<file path="config.mk">
export PLATFORM = sky130hd
export DESIGN_NAME = pattern_detector_gen
export DESIGN_NICKNAME = d
export VERILOG_FILES = /design/src/rtl/pattern_detector_gen.sv
export SDC_FILE = /design/constraint.sdc
export NUM_CORES = 1
export LEC_CHECK = 0
export CAP_MARGIN = 10
export CORE_ASPECT_RATIO = 1.4
export CORE_MARGIN = 1.5
export CORE_UTILIZATION = 40
export CTS_BUF_LIST = sky130_fd_sc_hd__clkbuf_4 sky130_fd_sc_hd__clkbuf_8 sky130_fd_sc_hd__clkbuf_16
export CTS_CLUSTER_DIAMETER = 120
export DETAILED_ROUTE_END_ITERATION = 8
export PLACE_DENSITY = 0.63
export REMOVE_ABC_BUFFERS = 1
export SLEW_MARGIN = 20
export SYNTH_ARGS = -nofsm -noshare
export SYNTH_HDL_FRONTEND = slang
export SYNTH_SLANG_ARGS = --single-unit
</file>
<file path="constraint.sdc">
create_clock -name clk -period 2.9 [get_ports clk]
set_clock_uncertainty 0.05 [all_clocks]
set_input_delay 0.435 -clock clk [delete_from_list [all_inputs] [get_ports clk]]
set_output_delay 0.435 -clock clk [all_outputs]
set_load 0.005 [all_outputs]
</file>
<file path="src/rtl/pattern_detector_gen.sv">
// pattern_detector_gen: serial pattern detector with a run-time loadable
// pattern of 1..PAT_W bits. One data bit is sampled per trig strobe. Outputs
// are a thermometer progress display, a match pulse, a saturating match
// counter, a sticky config error flag and an alive LED.
// Optional feature macro: PATDET_MATCH_CNT_EN builds the match counter.
// When it is undefined, match_cnt is tied to 0 and cnt_clr is ignored.
module pattern_detector_gen #(
   parameter int               PAT_W    = 5,
   parameter int               LEN_W    = 3,
   parameter int               CNT_W    = 8,
   parameter logic [PAT_W-1:0] PAT_INIT = 5'b11010,
   parameter int               LEN_INIT = 5
) (
   input  logic             clk,
   input  logic             reset_n,
   input  logic             data,
   input  logic             trig,
   input  logic             overlap,
   input  logic             cfg_load,
   input  logic [PAT_W-1:0] cfg_pattern,
   input  logic [LEN_W-1:0] cfg_len,
   input  logic             cnt_clr,
   output logic [PAT_W-1:0] progress,
   output logic             match,
   output logic [CNT_W-1:0] match_cnt,
   output logic             cfg_err,
   output logic             on_led
);

   logic [PAT_W-1:0] pat;
   logic [LEN_W-1:0] len;
   logic [PAT_W-1:0] hist;      // hist[0] is the newest bit
   logic [LEN_W-1:0] vcnt;      // number of valid history bits, 0..PAT_W

   logic [PAT_W-1:0] hist_new;
   logic [LEN_W-1:0] vcnt_new;
   logic [PAT_W-1:0] pat_top;   // active pattern left-aligned to the MSB
   logic [PAT_W-1:0] cand;      // cand[g-1]: a prefix of length g matches
   logic [LEN_W-1:0] k;         // longest prefix matched
   logic [PAT_W-1:0] therm;
   logic             hit;
   logic             len_ok;
   logic             unused_hist_msb;

   // The MSB of hist is shifted out on the next strobe and is never compared.
   assign unused_hist_msb = hist[PAT_W-1];

   assign hist_new = {hist[PAT_W-2:0], data};
   assign vcnt_new = (vcnt == LEN_W'(PAT_W)) ? vcnt : vcnt + 1'b1;
   // Left-align the pattern so that pat[len-1 -: g] becomes pat_top[PAT_W-1 -: g].
   assign pat_top  = pat << (LEN_W'(PAT_W) - len);
   assign len_ok   = (cfg_len != '0) && (cfg_len <= LEN_W'(PAT_W));

   // One comparator per candidate prefix length g. A prefix can match only
   // when it fits within both the pattern and the valid history.
   for (genvar g = 1; g <= PAT_W; g++) begin : g_pfx
      assign cand[g-1] = (LEN_W'(g) <= len) && (LEN_W'(g) <= vcnt_new) &&
                         (hist_new[g-1:0] == pat_top[PAT_W-1 -: g]);
   end

   // Select the longest matching prefix (the highest set candidate).
   always_comb begin
      k = '0;
      for (int i = 0; i < PAT_W; i++)
         if (cand[i]) k = LEN_W'(i + 1);
   end

   // Build a thermometer code with the k LSBs set.
   always_comb begin
      therm = '0;
      for (int i = 0; i < PAT_W; i++)
         therm[i] = (LEN_W'(i) < k);
   end

   assign hit = (k == len);

   // Configuration, history, progress and match state.
   always_ff @(posedge clk or negedge reset_n) begin
      if (!reset_n) begin
         pat      <= PAT_INIT;
         len      <= LEN_W'(LEN_INIT);
         hist     <= '0;
         vcnt     <= '0;
         progress <= '0;
         match    <= 1'b0;
         cfg_err  <= 1'b0;
         on_led   <= 1'b0;
      end else begin
         on_led <= 1'b1;
         match  <= 1'b0;
         if (cfg_load) begin
            // A load always restarts detection. An illegal length keeps
            // the old pattern and flags the error.
            if (len_ok) begin
               pat     <= cfg_pattern;
               len     <= cfg_len;
               cfg_err <= 1'b0;
            end else begin
               cfg_err <= 1'b1;
            end
            vcnt     <= '0;
            progress <= '0;
         end else if (trig) begin
            hist     <= hist_new;
            vcnt     <= (hit && !overlap) ? '0 : vcnt_new;
            progress <= therm;
            match    <= hit;
         end
      end
   end

`ifdef PATDET_MATCH_CNT_EN
   logic match_hit;
   assign match_hit = trig && !cfg_load && hit;

   // Saturating match counter; a clear takes priority over a coincident match.
   always_ff @(posedge clk or negedge reset_n) begin
      if (!reset_n)
         match_cnt <= '0;
      else if (cnt_clr)
         match_cnt <= '0;
      else if (match_hit && (match_cnt != {CNT_W{1'b1}}))
         match_cnt <= match_cnt + 1'b1;
   end
`else
   logic unused_cnt_clr;
   assign unused_cnt_clr = cnt_clr;
   assign match_cnt      = '0;
`endif

endmodule

</file>
==> results.md, run 1 <==
- GR Util All Layers: 0.192
- Antenna viol nets, final: 0
- CTS tree: built
- Worst Slack Setup Final: -0.0899 ns
- First-pass GRT wire length: 7.16 mm
- Area Growth Syn to Fin: 40.8%
- RSZ-0062 raised after global routing: yes
- CP endpoint kind: flip-flop
- PwrDens: 530 nW/um2
- Height of the die: 82.1 um
- Share of the yosys chip area belonging to registers: 0.325
- Num ports: 31
- Worst min path class: flip-flop to flip-flop
- Final Cycle Share: 1.03
- First drt pass iteration count: 4
- Diodes inserted: 0
- Avg WL per Cell: 15.3 um
- Worst hold slack: 0.459 ns
- MaxCap Viol Count: 0
- Outcome: complete, but fails checks
- Initial antenna violation count: 0
- Drt total wl: 4.63 mm
- CP Launch Type: flip-flop
- Cell taking the most area after synthesis: dfrtp_1
- Mean Syn Cell Area: 9.27 um2
- Synth cell types: 58
- EDFF count, synth: 0
- H-tree levels: 1
- CTS buffer count: 3
- Final Max Tran Viols: 0
- Critical Path RT: 3.02 ns
- Worst slew pin tran: 0.743 ns
- Failing checks: setup timing
- Clock sink count: 23
- Storage element area: 582 um2
- Hold path startpoint: cfg_err
- Synth Instances: 193
- Initial Util: 0.419
- Relative slew slack: 0.503
- Largest net degree at the start of global routing: 18
- Worst Path Class, Setup: flip-flop to flip-flop
- Row count: 28
- Async SR Flop Fraction: 1.00
- Met2 GRT Util: 0.325
- RR Endpoint: vcnt[0]
- Core Footprint: 4270 um2
- Reg2reg path depth: 10
- Vias in the first global route: 1518
- Setup violators final: 3
- Worst reg2reg startpoint: len[2]
- CP Max Fanout: 5
- P_leak: 1.02 nW
- Main flop type after synthesis: dfrtp_1
- Worst-skew pair later-pin latency: 0.27 ns
- Die W: 59.5 um
- Port-buffer cells: 21
- Hpwl dp: 3.26 mm
- #FFs+latches synth: 23
- Clk root buf: clkbuf_8
- Share of cells above drive strength 1: 0.358
- Multi-input logic area: 1290 um2
- Hold EP: cfg_err
- DRC Markers: 0
- Vias per std cell: 5.45
- Crit path time final: 2.99 ns
- Setup TNS: -0.229 ns
- Clock slew at reported path FFs: 0.09 ns
- Via count: 1651
- Global Route met1 Usage: 0.239
- Worst path arrival time: 3.11 ns
- Syn Std Cell Area: 1790 um2
- F_max: 334 MHz
- Synth area leaders: dfrtp_1, dfstp_2, mux2_2
- Register-to-register setup slack: -0.09 ns
- VDD IR max: 0.000411 V
- Final hold vios: 0
- Ys Warns: 0
- Routability cong.: 0.857
- Clk buf depth: 2
- Fill cell count: 387
- Nets: 264
- GR Layer Usage met3: 0.0265
- Overflow after GRT: 0
- Min-Delay Path Depth: 2
- Die area: 4890 um2
- Layer with the highest usage: met2
- Top-area cell type share of the netlist area: 0.252
- Initial DRC Count: 49
==> layer usage <==
metal  part of all wire  up-vias  wire length [um]
met3              0.027       11               124
met5                  0        -                 0
met2               0.53       38              2450
met1               0.42      801              1920
li1                   -      801                 -
met4              0.028        0               129
==> cell usage in the layout (no fill, tap or decap), drive strengths merged, types with 3 or more instances in the layout <==
master         synthesis  layout
a211oi                 6       6
inv                    9       9
ha                     5       5
a221oi                 3       3
mux2i                  8       8
xnor2                  6       6
nor4                   5       5
o21ai                 10      10
nor2                  21      21
nand2                  8       8
nand3                  4       4
a22o                   3       3
nor3                   6       6
clkdlybuf4s50          0      21
a2111oi                3       3
a21oi                 10      10
mux2                   8       8
a31oi                  3       3
buf                   14      37
dfrtp                 18      18
conb                   2       9
dfstp                  5       5
clkbuf                 5       3
==> metrics by stage <==
| stage | total power, mW | util | worst slack, ns | cell area, um2 | std cells |
|---|---|---|---|---|---|
| after floorplan | 0.735 | - | -0.449 | 1680 | 181 |
| after global placement | 0.957 | 0.520 | -0.262 | 2220 | 296 |
| final | 1.34 | 0.589 | -0.0899 | 2520 | 303 |
| after CTS | 1.28 | 0.573 | -0.0577 | 2450 | 302 |
| after detailed placement | 0.964 | 0.520 | -0.307 | 2220 | 296 |
| after global routing | 1.41 | 0.589 | -0.199 | 2520 | 303 |
==> registers in the layout, indices dropped and copies added, names as in the netlist <==
| signal | count |
|---|---|
| hist | 4 |
| match | 1 |
| pat | 5 |
| vcnt | 3 |
| progress | 5 |
| len | 3 |
| cfg_err | 1 |
| on_led | 1 |
==> cell families after synthesis <==
logic type	synth area share
XOR/XNOR	0.0294
multiplexers	0.108
adder cells (fa/ha/maj)	0.0350
AND/OR/NAND/NOR	0.166
other	0.00420
AO/OA/AOI/OAI	0.239
flip-flops	0.325
buffers and inverters	0.0937
==> critical path, stage by stage (launching register included) <==
cell and delay [ns]:
dfstp_2 0.55, inv_2 0.05, ha_4 0.26, buf_6 0.14, a211o_1 0.36, a211oi_2 0.32
nor4_2 0.09, o31ai_2 0.29, mux2i_2 0.33, a221oi_4 0.14, a2111oi_4 0.30
==> Yosys cell counts (4+ instances only) <==
cell / instances
a211oi_1: 5
a21oi_1: 10
buf_4: 10
clkbuf_1: 5
dfrtp_1: 18
dfstp_2: 5
ha_1: 5
inv_1: 8
mux2_2: 8
mux2i_1: 8
nand2_1: 7
nand3_1: 4
nor2_1: 21
nor3_1: 6
nor4_1: 4
o21ai_0: 10
xnor2_1: 6
==> layout make-up <==
type	count	area share
sequential	23	0.231
multi-input combinational	149	0.512
tap	60	0.0298
timing repair buffer	58	0.195
clock buffer	3	0.0164
inverter	9	0.0134
clock inverter	1	0.00199
==> power breakdown <==
group	internal, mW	switching (mW)	total [mW]	leakage, nW
clock	0.0962	0.113	0.209	0.0255
combinational	0.339	0.377	0.716	0.713
sequential	0.367	0.0430	0.410	0.282
==> worst max-delay path by stage <==
stage | start | end | slack (ns) | cells after the start
after floorplan | len[1] | vcnt[0] | -0.45 | 10
after global placement | len[2] | vcnt[0] | -0.26 | 11
after detailed placement | len[2] | vcnt[0] | -0.31 | 11
after CTS | len[2] | vcnt[0] | -0.06 | 10
after global routing | len[2] | vcnt[1] | -0.20 | 10
final | len[2] | vcnt[0] | -0.09 | 10
==> timing repair <==
item / in CTS / in global routing
endpoints found under the setup margin: 3 / 4
buffers inserted: 3 / 1
hold buffers: 0 / 0
pin swaps: 15 / 1
resized for setup: 29 / 8
cloned: 0 / 0
Note: power is estimated with default switching activity, not from simulation.
==> inputs of run 2 (changes only) <==
Settings changed: CTS_CLUSTER_SIZE from default to 28.
==> results of run 2 <==
Final layout, timing and power as in run 1 (identical DEF).
==> inputs of run 3 (changes only) <==
Settings changed: REMOVE_ABC_BUFFERS 1 to default.
==> run 3 against run 2 <==
The flow still finishes with violations (setup timing). Sequential cell count did not move. Register-to-register slack worse by 0.07 ns. Combinational power up 6.3%. Sequential share of layout area fell by 0.60 points. Via count rose by 0.12%. Hold slack worse by 0.0078 ns. Maximum frequency decreased by 2.4%. Critical path depth is 2 higher. Power rose by 3.5%.
==> results.md, run 3 (same netlist as run 1, synthesis figures left out) <==
- Fill cell count: 361 (-6.7%)
- Final Cycle Share: 1.06 (+0.0255)
- Avg WL per Cell: 15.4 um (+0.71%)
- RR Endpoint: vcnt[1]
- Placed Area: 2190 um2 (-1.4%)
- Worst hold slack: 0.451 ns (-0.00784 ns)
- P_leak: 1.04 nW (+1.6%)
- Num ports: 31 (unchanged)
- Vias in the first global route: 1589 (+4.7%)
- Antenna viol nets, final: 0 (unchanged)
- Worst path arrival time: 3.16 ns (+0.05 ns)
- Drt total wl: 4.68 mm (+1.0%)
- Commonest non-fill, non-tap cell in the layout: buf_4
- Area Growth Syn to Fin: 44.5%
- Worst Path Class, Setup: flip-flop to flip-flop
- Crit path time final: 3.06 ns (+0.0741 ns)
- PwrDens: 535 nW/um2 (+0.82%)
- Multi-input logic area: 1340 um2 (+4.1%)
- Via count: 1653 (+0.12%)
- Core Footprint: 4270 um2 (unchanged)
- Clk root buf: clkbuf_8
- Final instance area: 2590 um2 (+2.7%)
- CP Launch Type: flip-flop
- DP Worst Slack: -0.161 ns (+0.146 ns)
- Worst-skew pair later-pin latency: 0.27 ns (about the same)
- WP depth: 12 (+2)
- CTS buffer count: 3 (unchanged)
- Die W: 59.5 um (unchanged)
- Nets: 265 (+0.38%)
- Most frequent CP cell: buf_4
- Largest regs: pat x5, progress x5, hist x4
- Slowest stage delay, CP: 0.54 ns (about the same)
- Height of the die: 82.1 um (unchanged)
- Largest net degree at the start of global routing: 24 (+6)
- Initial antenna violation count: 0 (unchanged)
- Port-buffer cells: 21 (unchanged)
- First drt pass iteration count: 4 (unchanged)
- VDD IR max: 0.000364 V (-11%)
- CP endpoint: vcnt[1]
- Setup violators final: 4 (+1)
- Row count: 28 (unchanged)
- CP endpoint kind: flip-flop
- Slowest stage cell, crit path: dfstp_2
- Post-CTS Hold Buffers: 0 (unchanged)
- MaxCap Viol Count: 0 (unchanged)
- Failing checks: setup timing
- H-tree levels: 1 (unchanged)
- Clock sink count: 23 (unchanged)
- Final Max Tran Viols: 0 (unchanged)
- Crit-path cells: inv_2, ha_4, inv_2, nor4_1, a211oi_2, buf_4, nor4_4, buf_4, buf_4, a21oi_2, a221oi_4, o32ai_2
- Worst Setup SP: len[2]
- Clk buf depth: 2 (unchanged)
- Hpwl dp: 3.17 mm (-2.6%)
- Storage element area: 582 um2 (unchanged)
- First-pass GRT wire length: 7.61 mm (+6.4%)
- CP Max Fanout: 4 (-1)
- Worst reg2reg startpoint: len[2]
- GR Util All Layers: 0.206 (+0.0134)
- F_max: 326 MHz (-2.4%)
- Worst path bufs/invs: 5 (+3)
- Post-Layout Cell Count: 304 (+0.33%)
- Register-to-register setup slack: -0.16 ns (-0.07 ns)
- RSZ-0062 raised after global routing: yes
- Final hold vios: 0 (unchanged)
- Placed cells: 290 (-2.0%)
- Initial DRC Count: 77 (+57%)
- Outcome: complete, but fails checks
- Die area: 4890 um2 (unchanged)
- Worst Slack Setup Final: -0.164 ns (-0.0741 ns)
- CP top delay family: compound AO/OA/AOI/OAI gates
- Overflow after GRT: 0 (unchanged)
- Worst min path class: flip-flop to flip-flop
- Diodes inserted: 0 (unchanged)
- Commonest cells after routing, fill and taps aside: buf_4, clkdlybuf4s50_1, nor2_1
- CTS tree: built
- Critical Path RT: 3.00 ns (-0.02 ns)
- Initial Util: 0.419 (unchanged)
- Vias per std cell: 5.44 (-0.21%)
- Clock slew at reported path FFs: 0.09 ns (about the same)
- Routability cong.: 0.892 (+4.1%)
- Reg2reg path depth: 12 (+2)
- Share of cells above drive strength 1: 0.406 (+0.0477)
- DRC Markers: 0 (unchanged)
==> run 3: final cells by class <==
type	instances	share of cell area
clock inverter	1	0.00194
tap	60	0.0290
clock buffer	3	0.0160
inverter	9	0.0131
sequential	23	0.225
timing repair buffer	59	0.196
multi-input combinational	149	0.519
==> run 3: report_power, final <==
group | internal (mW) | switching (mW) | total, mW
Sequential | 0.367 | 0.0448 | 0.412
Combinational | 0.360 | 0.400 | 0.761
Clock | 0.0964 | 0.114 | 0.210
Total | 0.824 | 0.559 | 1.38
==> run 3: worst reg2reg max path: cells and delay by family (launching register included) <==
kind	cells	cell delay (ns)
AOI/OAI and AO/OA	4	0.74
and+or+nand+nor	2	0.71
buffers and inverters	5	0.60
DFF	1	0.54
adders and majority gates	1	0.30
==> run 3: per-stage QoR <==
step	setup TNS [ns]	total power [mW]	utilization
3_5_place_dp	-0.413	0.962	0.513
6_report	-0.466	1.38	0.605
5_1_grt	-1.11	1.47	0.605
3_3_place_gp	-0.160	0.955	0.513
2_1_floorplan	0	0.781	-
4_1_cts	-0.0754	1.32	0.584
==> run 3: metal layers <==
layer / vias up / share of wire / GRT usage / wire length, um
li1: 807 / - / - / -
met1: 787 / 0.40 / 0.257 / 1890
met2: 49 / 0.54 / 0.343 / 2510
met3: 10 / 0.037 / 0.0280 / 171
met4: 0 / 0.022 / 0.104 / 102
met5: - / 0 / 0 / 0
==> run 3: worst min path at each step <==
stage                 start      end  cells after the start
CTS                 cfg_err  cfg_err                      2
detailed placement  cfg_err  cfg_err                      2
global route        cfg_err  cfg_err                      2
finish              cfg_err  cfg_err                      2
global placement    cfg_err  cfg_err                      2
floorplan           reset_n  cfg_err                      0
==> run 3: repair_timing <==
item,CTS,global route
setup endpoints to repair,3,4
buffers inserted,8,3
resized for setup,38,11
pin swaps,15,8
